[src/rtl/serial_add_arb_if.sv]
// rtl/serial_add_arb_if.sv - request/operand/result bundle for the bit-serial shared adder
interface serial_add_arb_if #(
  parameter int WIDTH = 8
);
  logic             req0;
  logic             req1;
  logic [WIDTH-1:0] a0;
  logic [WIDTH-1:0] b0;
  logic [WIDTH-1:0] a1;
  logic [WIDTH-1:0] b1;
  logic             cin0;
  logic             cin1;
  logic             gnt0;
  logic             gnt1;
  logic             busy;
  logic             done;
  logic [WIDTH-1:0] sum;
  logic             cout;
  logic             owner;

  modport master (
    output req0, req1, a0, b0, a1, b1, cin0, cin1,
    input  gnt0, gnt1, busy, done, sum, cout, owner
  );

  modport slave (
    input  req0, req1, a0, b0, a1, b1, cin0, cin1,
    output gnt0, gnt1, busy, done, sum, cout, owner
  );
endinterface

[src/rtl/serial_add_arb.sv]
// rtl/serial_add_arb.sv - two-requester round-robin arbiter over one bit-serial full adder
module serial_add_arb #(
  parameter int WIDTH = 8
) (
  input logic           clk,
  input logic           rst_n,
  serial_add_arb_if.slave bus
);

  localparam int CW = (WIDTH > 1) ? $clog2(WIDTH) : 1;
  localparam logic [CW-1:0] LAST = CW'(WIDTH - 1);

  typedef enum logic [1:0] {IDLE, RUN, DONE} state_t;

  state_t           state_q, state_d;
  logic             prio_q, prio_d;
  logic [WIDTH-1:0] a_q;
  logic [WIDTH-1:0] b_q;
  logic             carry_q;
  logic [CW-1:0]    cnt_q;
  logic             cur_q;
  logic [WIDTH-1:0] sum_q;
  logic             cout_q;
  logic             owner_q;

  logic grant;
  logic win;
  logic gnt0, gnt1, busy, done;
  logic fa_s, fa_c;

  // The single shared full-adder cell.
  assign fa_s = a_q[0] ^ b_q[0] ^ carry_q;
  assign fa_c = (a_q[0] & b_q[0]) | (a_q[0] & carry_q) | (b_q[0] & carry_q);

  always_comb begin
    state_d = state_q;
    prio_d  = prio_q;
    grant   = 1'b0;
    win     = prio_q;
    gnt0    = 1'b0;
    gnt1    = 1'b0;
    busy    = 1'b0;
    done    = 1'b0;
    case (state_q)
      IDLE: begin
        // rst_n gating keeps grants low during an asserted async reset.
        if (rst_n && (bus.req0 || bus.req1)) begin
          grant   = 1'b1;
          win     = (bus.req0 && bus.req1) ? prio_q : bus.req1;
          gnt0    = ~win;
          gnt1    = win;
          prio_d  = ~win;
          state_d = RUN;
        end
      end
      RUN: begin
        busy = 1'b1;
        if (cnt_q == LAST) state_d = DONE;
      end
      DONE: begin
        busy    = 1'b1;
        done    = 1'b1;
        state_d = IDLE;
      end
      default: state_d = IDLE;
    endcase
  end

  always_ff @(posedge clk or negedge rst_n) begin
    if (!rst_n) begin
      state_q <= IDLE;
      prio_q  <= 1'b0;
    end else begin
      state_q <= state_d;
      prio_q  <= prio_d;
    end
  end

  // a_q doubles as the result shift register: sum bits enter at the MSB as operand bits leave the LSB.
  always_ff @(posedge clk or negedge rst_n) begin
    if (!rst_n) begin
      a_q     <= '0;
      b_q     <= '0;
      carry_q <= 1'b0;
      cnt_q   <= '0;
      cur_q   <= 1'b0;
      sum_q   <= '0;
      cout_q  <= 1'b0;
      owner_q <= 1'b0;
    end else if (grant) begin
      a_q     <= win ? bus.a1 : bus.a0;
      b_q     <= win ? bus.b1 : bus.b0;
      carry_q <= win ? bus.cin1 : bus.cin0;
      cnt_q   <= '0;
      cur_q   <= win;
    end else if (state_q == RUN) begin
      a_q     <= {fa_s, a_q[WIDTH-1:1]};
      b_q     <= b_q >> 1;
      carry_q <= fa_c;
      cnt_q   <= cnt_q + CW'(1);
      if (cnt_q == LAST) begin
        sum_q   <= {fa_s, a_q[WIDTH-1:1]};
        cout_q  <= fa_c;
        owner_q <= cur_q;
      end
    end
  end

  assign bus.gnt0  = gnt0;
  assign bus.gnt1  = gnt1;
  assign bus.busy  = busy;
  assign bus.done  = done;
  assign bus.sum   = sum_q;
  assign bus.cout  = cout_q;
  assign bus.owner = owner_q;

endmodule

[src/flat_wrapper.sv]
// flat-port wrapper written by rule: the top's interface ports become plain ports
module serial_add_arb_flat 
#(
  parameter int WIDTH = 8
)
  (clk, rst_n, bus_req0, bus_req1, bus_a0, bus_b0, bus_a1, bus_b1, bus_cin0, bus_cin1, bus_gnt0, bus_gnt1, bus_busy, bus_done, bus_sum, bus_cout, bus_owner);
  serial_add_arb_if #(.WIDTH(WIDTH)) bus_i ();
  input logic clk;
  input logic rst_n;
  input wire logic [$bits(bus_i.req0)-1:0] bus_req0;
  input wire logic [$bits(bus_i.req1)-1:0] bus_req1;
  input wire logic [$bits(bus_i.a0)-1:0] bus_a0;
  input wire logic [$bits(bus_i.b0)-1:0] bus_b0;
  input wire logic [$bits(bus_i.a1)-1:0] bus_a1;
  input wire logic [$bits(bus_i.b1)-1:0] bus_b1;
  input wire logic [$bits(bus_i.cin0)-1:0] bus_cin0;
  input wire logic [$bits(bus_i.cin1)-1:0] bus_cin1;
  output wire logic [$bits(bus_i.gnt0)-1:0] bus_gnt0;
  output wire logic [$bits(bus_i.gnt1)-1:0] bus_gnt1;
  output wire logic [$bits(bus_i.busy)-1:0] bus_busy;
  output wire logic [$bits(bus_i.done)-1:0] bus_done;
  output wire logic [$bits(bus_i.sum)-1:0] bus_sum;
  output wire logic [$bits(bus_i.cout)-1:0] bus_cout;
  output wire logic [$bits(bus_i.owner)-1:0] bus_owner;
  assign bus_i.req0 = bus_req0;
  assign bus_i.req1 = bus_req1;
  assign bus_i.a0 = bus_a0;
  assign bus_i.b0 = bus_b0;
  assign bus_i.a1 = bus_a1;
  assign bus_i.b1 = bus_b1;
  assign bus_i.cin0 = bus_cin0;
  assign bus_i.cin1 = bus_cin1;
  assign bus_gnt0 = bus_i.gnt0;
  assign bus_gnt1 = bus_i.gnt1;
  assign bus_busy = bus_i.busy;
  assign bus_done = bus_i.done;
  assign bus_sum = bus_i.sum;
  assign bus_cout = bus_i.cout;
  assign bus_owner = bus_i.owner;
  serial_add_arb #(.WIDTH(WIDTH)) u_core (.clk(clk), .rst_n(rst_n), .bus(bus_i));
endmodule
[config.mk]
export PLATFORM = sky130hd
export DESIGN_NAME = serial_add_arb_flat
export DESIGN_NICKNAME = d
export VERILOG_FILES = /design/src/rtl/serial_add_arb_if.sv /design/src/rtl/serial_add_arb.sv /design/src/flat_wrapper.sv
export SDC_FILE = /design/constraint.sdc
export NUM_CORES = 1
export LEC_CHECK = 0
export CAP_MARGIN = 5
export CORE_MARGIN = 2
export CORE_UTILIZATION = 49
export CTS_CLUSTER_DIAMETER = 60
export DETAILED_ROUTE_END_ITERATION = 6
export HOLD_SLACK_MARGIN = 0.05
export PLACE_DENSITY = 0.77
export SETUP_SLACK_MARGIN = 0.15
export SLEW_MARGIN = 15
export SYNTH_ARGS = -nofsm -noshare
export SYNTH_HDL_FRONTEND = slang
export SYNTH_SLANG_ARGS = --single-unit
[constraint.sdc]
create_clock -name clk -period 2.5 [get_ports clk]
set_input_delay 0.375 -clock clk [delete_from_list [all_inputs] [get_ports clk]]
set_output_delay 0.375 -clock clk [all_outputs]
set_load 0.01 [all_outputs]
==> results.md <==
- The count of buffers inserted at the top-level ports is 51.
- Across the VDD grid, the largest voltage drop is 0.659 mV.
- Of the total power, registers draw 0.307.
- For this run the aggregate overflow at the end of global routing stands at 0.
- The most common cell in the netlist is sky130_fd_sc_hd__dfrtp_1.
- The number of flops mapped to enable cells by yosys is 0.
- No sink is reached through more buffers than the 2 on the longest clock path.
- The standard cell core area is 4000 um^2.
- The largest stage delay on the critical path is 550 ps.
- Setup repair after global routing left no endpoint under its margin.
- The most area-hungry cell type in the Yosys netlist is sky130_fd_sc_hd__dfrtp_1.
- The post-route clock period utilization is 0.900.
- The number of global-route vias before repair came to 1636.
- In this run the power spent charging and discharging nets is 979 uW.
- The clock input transition at the sequential cells of the worst setup and hold paths is 70 ps.
- 0 antenna diodes ended up in the layout.
- In this run the critical register-to-register path is launched from u_core.state_q[1].
- Of the cells placed in the final design, the portion with a size suffix greater than 1 is 0.233.
- The measured slew at the worst slew-check pin is 771 ps.
- TritonCTS created 5 clock buffers.
- Synthesis handed over a netlist of 198 instances.
- The clock network power share is 0.219.
- The startpoint kind of the worst setup timing path is an input port.
- The worst register-to-register path ends at u_core.b_q[0].
- Once detail routing completed, the nets flagged for antenna violations numbered 0.
- Ranked by total cell area, the synthesized netlist is headed by sky130_fd_sc_hd__dfrtp_1 (41%), sky130_fd_sc_hd__mux2_2 (15%), sky130_fd_sc_hd__a22oi_2 (6.1%).
- The switching part of the total is 0.340.
- The wire length of the first global-routing pass is 7290 um.
- The synthesis-to-layout area growth is 36.1%.
- The HPWL after detailed placement is 3180 um.
- Setup violations remaining at the end of the flow were counted as 0.
- The arrival time of data at the critical path endpoint is 1870 ps.
- The final instance area is 2790 um^2.
- The area after detailed placement is 2620 um^2.
- The total number of vias is 1664.
- The internal power of the cells totals 1900 uW.
- In this run, synthesis produced a sequential element count of 34.
- The final layout contains 298 nets.
- In this run the clock root is driven by a sky130_fd_sc_hd__clkbuf_8.
- The pin count of the biggest net entering global routing is 21.
- The floorplan step defined a die boundary enclosing 4720 um^2.
- The worst hold slack is 462 ps.
- The number of antenna violations at the first check in global routing is 0.
- Of the synthesized area, sequential elements account for 0.415.
- Once placement completed, the tool counted placed cells totaling 294.
- In the synthesized netlist, the cells that appear most often are sky130_fd_sc_hd__dfrtp_1 (34), sky130_fd_sc_hd__mux2_2 (27), sky130_fd_sc_hd__nand2_1 (18).
- The logic depth of the worst register-to-register path is 5.
- The TritonCTS clock tree is done.
- Excluding fillers, the count of instances in the completed layout stands at 303.
- The global-route usage over all layers is 0.213.
- The post-CTS repair timing setup buffer count is 0.
- The die is 68.7 um tall.
- After synthesis, the mean cell area works out to 10.4 um^2.
- The worst clock skew on the final layout is 2.26 ps.
- The leakage component of the power is 0.00125 uW.
- In this run the register-to-register setup slack is 600 ps.
- The power density over cell area is 1030 nW/um^2.
- Of all nets on the critical path, the largest fanout is 11.
- In this run the count of I/O pins placed on the die edge is 52.
- The worst setup path is of the in2out kind.
- The Yosys step of the flow raised 0 warnings.
- STA classifies the critical path endpoint as an output pin.
- The deepest level of the CTS H-tree is 2.
- The count of standard-cell rows is 23.
- The share of the core filled with cells in the final layout is 0.698.
- The final period demand of the worst path is 2250 ps.
- The final setup TNS is 0 ps.
- The fmax is 0.445 GHz.
- The signal on the critical path passes through dlygate4sd3_1 -> clkbuf_4 -> and3_1 -> clkdlybuf4s50_1.
- The wire length per cell is 14.4 um.
- The largest individual stage delay along the critical path comes from the cell sky130_fd_sc_hd__clkdlybuf4s50_1.
- Of the post-synthesis cell area, the dominant cell type holds 0.415.
- The run finished with clean final reports.
- When the netlist entered floorplanning its net count stood at 244.
- The total count of max-transition violations in the final report was 0.
- Across the run, the number of max-cap violations was 0.
- The final weighted congestion in routability-driven placement is 0.811.
- The later-pin clock latency in the skew report is 290 ps.
- After synthesis the cells add up to 2050 um^2.
- The first detailed-routing pass took 4 iterations.
- For this run, design rule violations remaining after detail routing come to 0.
- The die outline width is 68.7 um.
- The violation count after the first detailed-routing iteration is 105.
- For this run, the leading register cell type out of synthesis is sky130_fd_sc_hd__dfrtp_1.
- The combinational group share of total power is 0.475.
- For this run, asynchronously set or reset flops after synthesis account for 1.00.
- The final number of hold-violating endpoints is 0.
- The routed design has 4370 um of wire.
- The required arrival time at the worst endpoint is 2120 ps.
- In this run the tightest slew margin relative to its limit is 0.486.
- The class of the tightest hold or removal check is in2async.
- After synthesis, the netlist uses 33 different library cells.
- CTS saw 34 sinks.
- For this configuration, the core starts out at a cell density of 0.513.
- The number of vias per cell after detailed routing is 5.49.
-- cell families after synthesis --
family / Yosys count / synth area share
fa+ha+maj: 8 / 0.0525
buf+inv: 18 / 0.0397
flops: 34 / 0.415
xor+xnor: 1 / 0.00427
compound gates: 62 / 0.218
mux: 29 / 0.158
simple gates: 46 / 0.112
-- worst max-delay path: cells and delay by family --
family	cells	cell delay, ps
buffers and inverters	3	1270
and+or+nand+nor	1	220
-- metal layers --
layer  track usage  routed length (um)  share of wire  vias to the layer above
met5             0                   0              0                        -
met3        0.0357                 205          0.047                       10
li1              -                   -              -                      816
met2         0.364                2220           0.51                       55
met1         0.261                1840           0.42                      783
met4         0.103                  99          0.023                        0
-- registers in the layout, indices dropped and copies added, names as in the netlist --
signal / count
u_core.a_q: 8
u_core.carry_q: 1
u_core.cnt_q: 3
u_core.cur_q: 1
u_core.bus.sum: 8
u_core.prio_q: 1
u_core.bus.owner: 1
u_core.b_q: 8
u_core.bus.cout: 1
u_core.state_q: 2
-- power by group through the flow --
stage	logic (uW)	registers, uW	clock network, uW
global placement	1320	885	0
finish	1370	884	629
detailed placement	1350	895	0
global route	1530	914	667
floorplan	975	880	0
CTS	1360	884	640
-- cells in the final DEF (no fill, tap or decap), drive strengths merged --
| cell type | synthesis | routed |
|---|---|---|
| ha | 7 | 7 |
| and3 | 1 | 1 |
| dlymetal6s2s | 0 | 1 |
| a211o | 1 | 1 |
| o2bb2a | 1 | 1 |
| clkdlybuf4s50 | 0 | 49 |
| a21o | 1 | 1 |
| bufinv | 0 | 2 |
| and4b | 1 | 1 |
| nand2 | 18 | 18 |
| a31oi | 1 | 1 |
| and2 | 17 | 17 |
| dlygate4sd3 | 0 | 1 |
| fa | 1 | 1 |
| a21oi | 17 | 17 |
| a2bb2oi | 1 | 1 |
| nand3 | 2 | 2 |
| dfrtp | 34 | 34 |
| o211a | 1 | 1 |
| clkbuf | 9 | 7 |
| mux2 | 27 | 27 |
| nor2 | 6 | 6 |
| a21boi | 2 | 2 |
| o21ai | 17 | 17 |
| o311a | 1 | 1 |
| xnor2 | 1 | 1 |
| mux2i | 2 | 2 |
| buf | 5 | 9 |
| a22oi | 17 | 17 |
| nand3b | 1 | 1 |
| o211ai | 2 | 2 |
| inv | 4 | 4 |
-- layout make-up --
| cell class | instances | area, um^2 |
|---|---|---|
| multi-input cells | 146 | 1130 |
| inverters | 4 | 15.0 |
| clock buffers | 6 | 82.6 |
| repair buffers | 61 | 588 |
| clock inverters | 2 | 60.1 |
| fillers | 329 | 1210 |
| well taps | 50 | 62.6 |
| flip-flops and latches | 34 | 851 |
-- how the worst max path moves through the flow --
stage,start,to,slack (ps),depth (start not counted)
after CTS,u_core.state_q[1],bus_gnt1,160,5
after global placement,bus_req1,u_core.a_q[4],170,5
after global routing,bus_req1,bus_gnt0,160,4
after floorplan,u_core.state_q[1],u_core.b_q[6],750,6
after detailed placement,bus_req1,u_core.b_q[0],110,5
final,rst_n,bus_gnt0,250,4
-- metrics by stage --
step,total power [uW],setup WS [ps]
after floorplan,1860,751
after global placement,2210,174
after detailed placement,2250,112
after CTS,2890,158
after global routing,3110,159
final,2880,251
-- repair_timing --
item                                    4_1_cts  5_1_grt
hold endpoints to repair                      3        0
endpoints found under the setup margin        2        2
hold buffers                                  1        0
pin swaps                                     0        0
cloned                                        0        0
gates resized for setup                       1        4
Note: power is estimated with default switching activity, not from simulation.
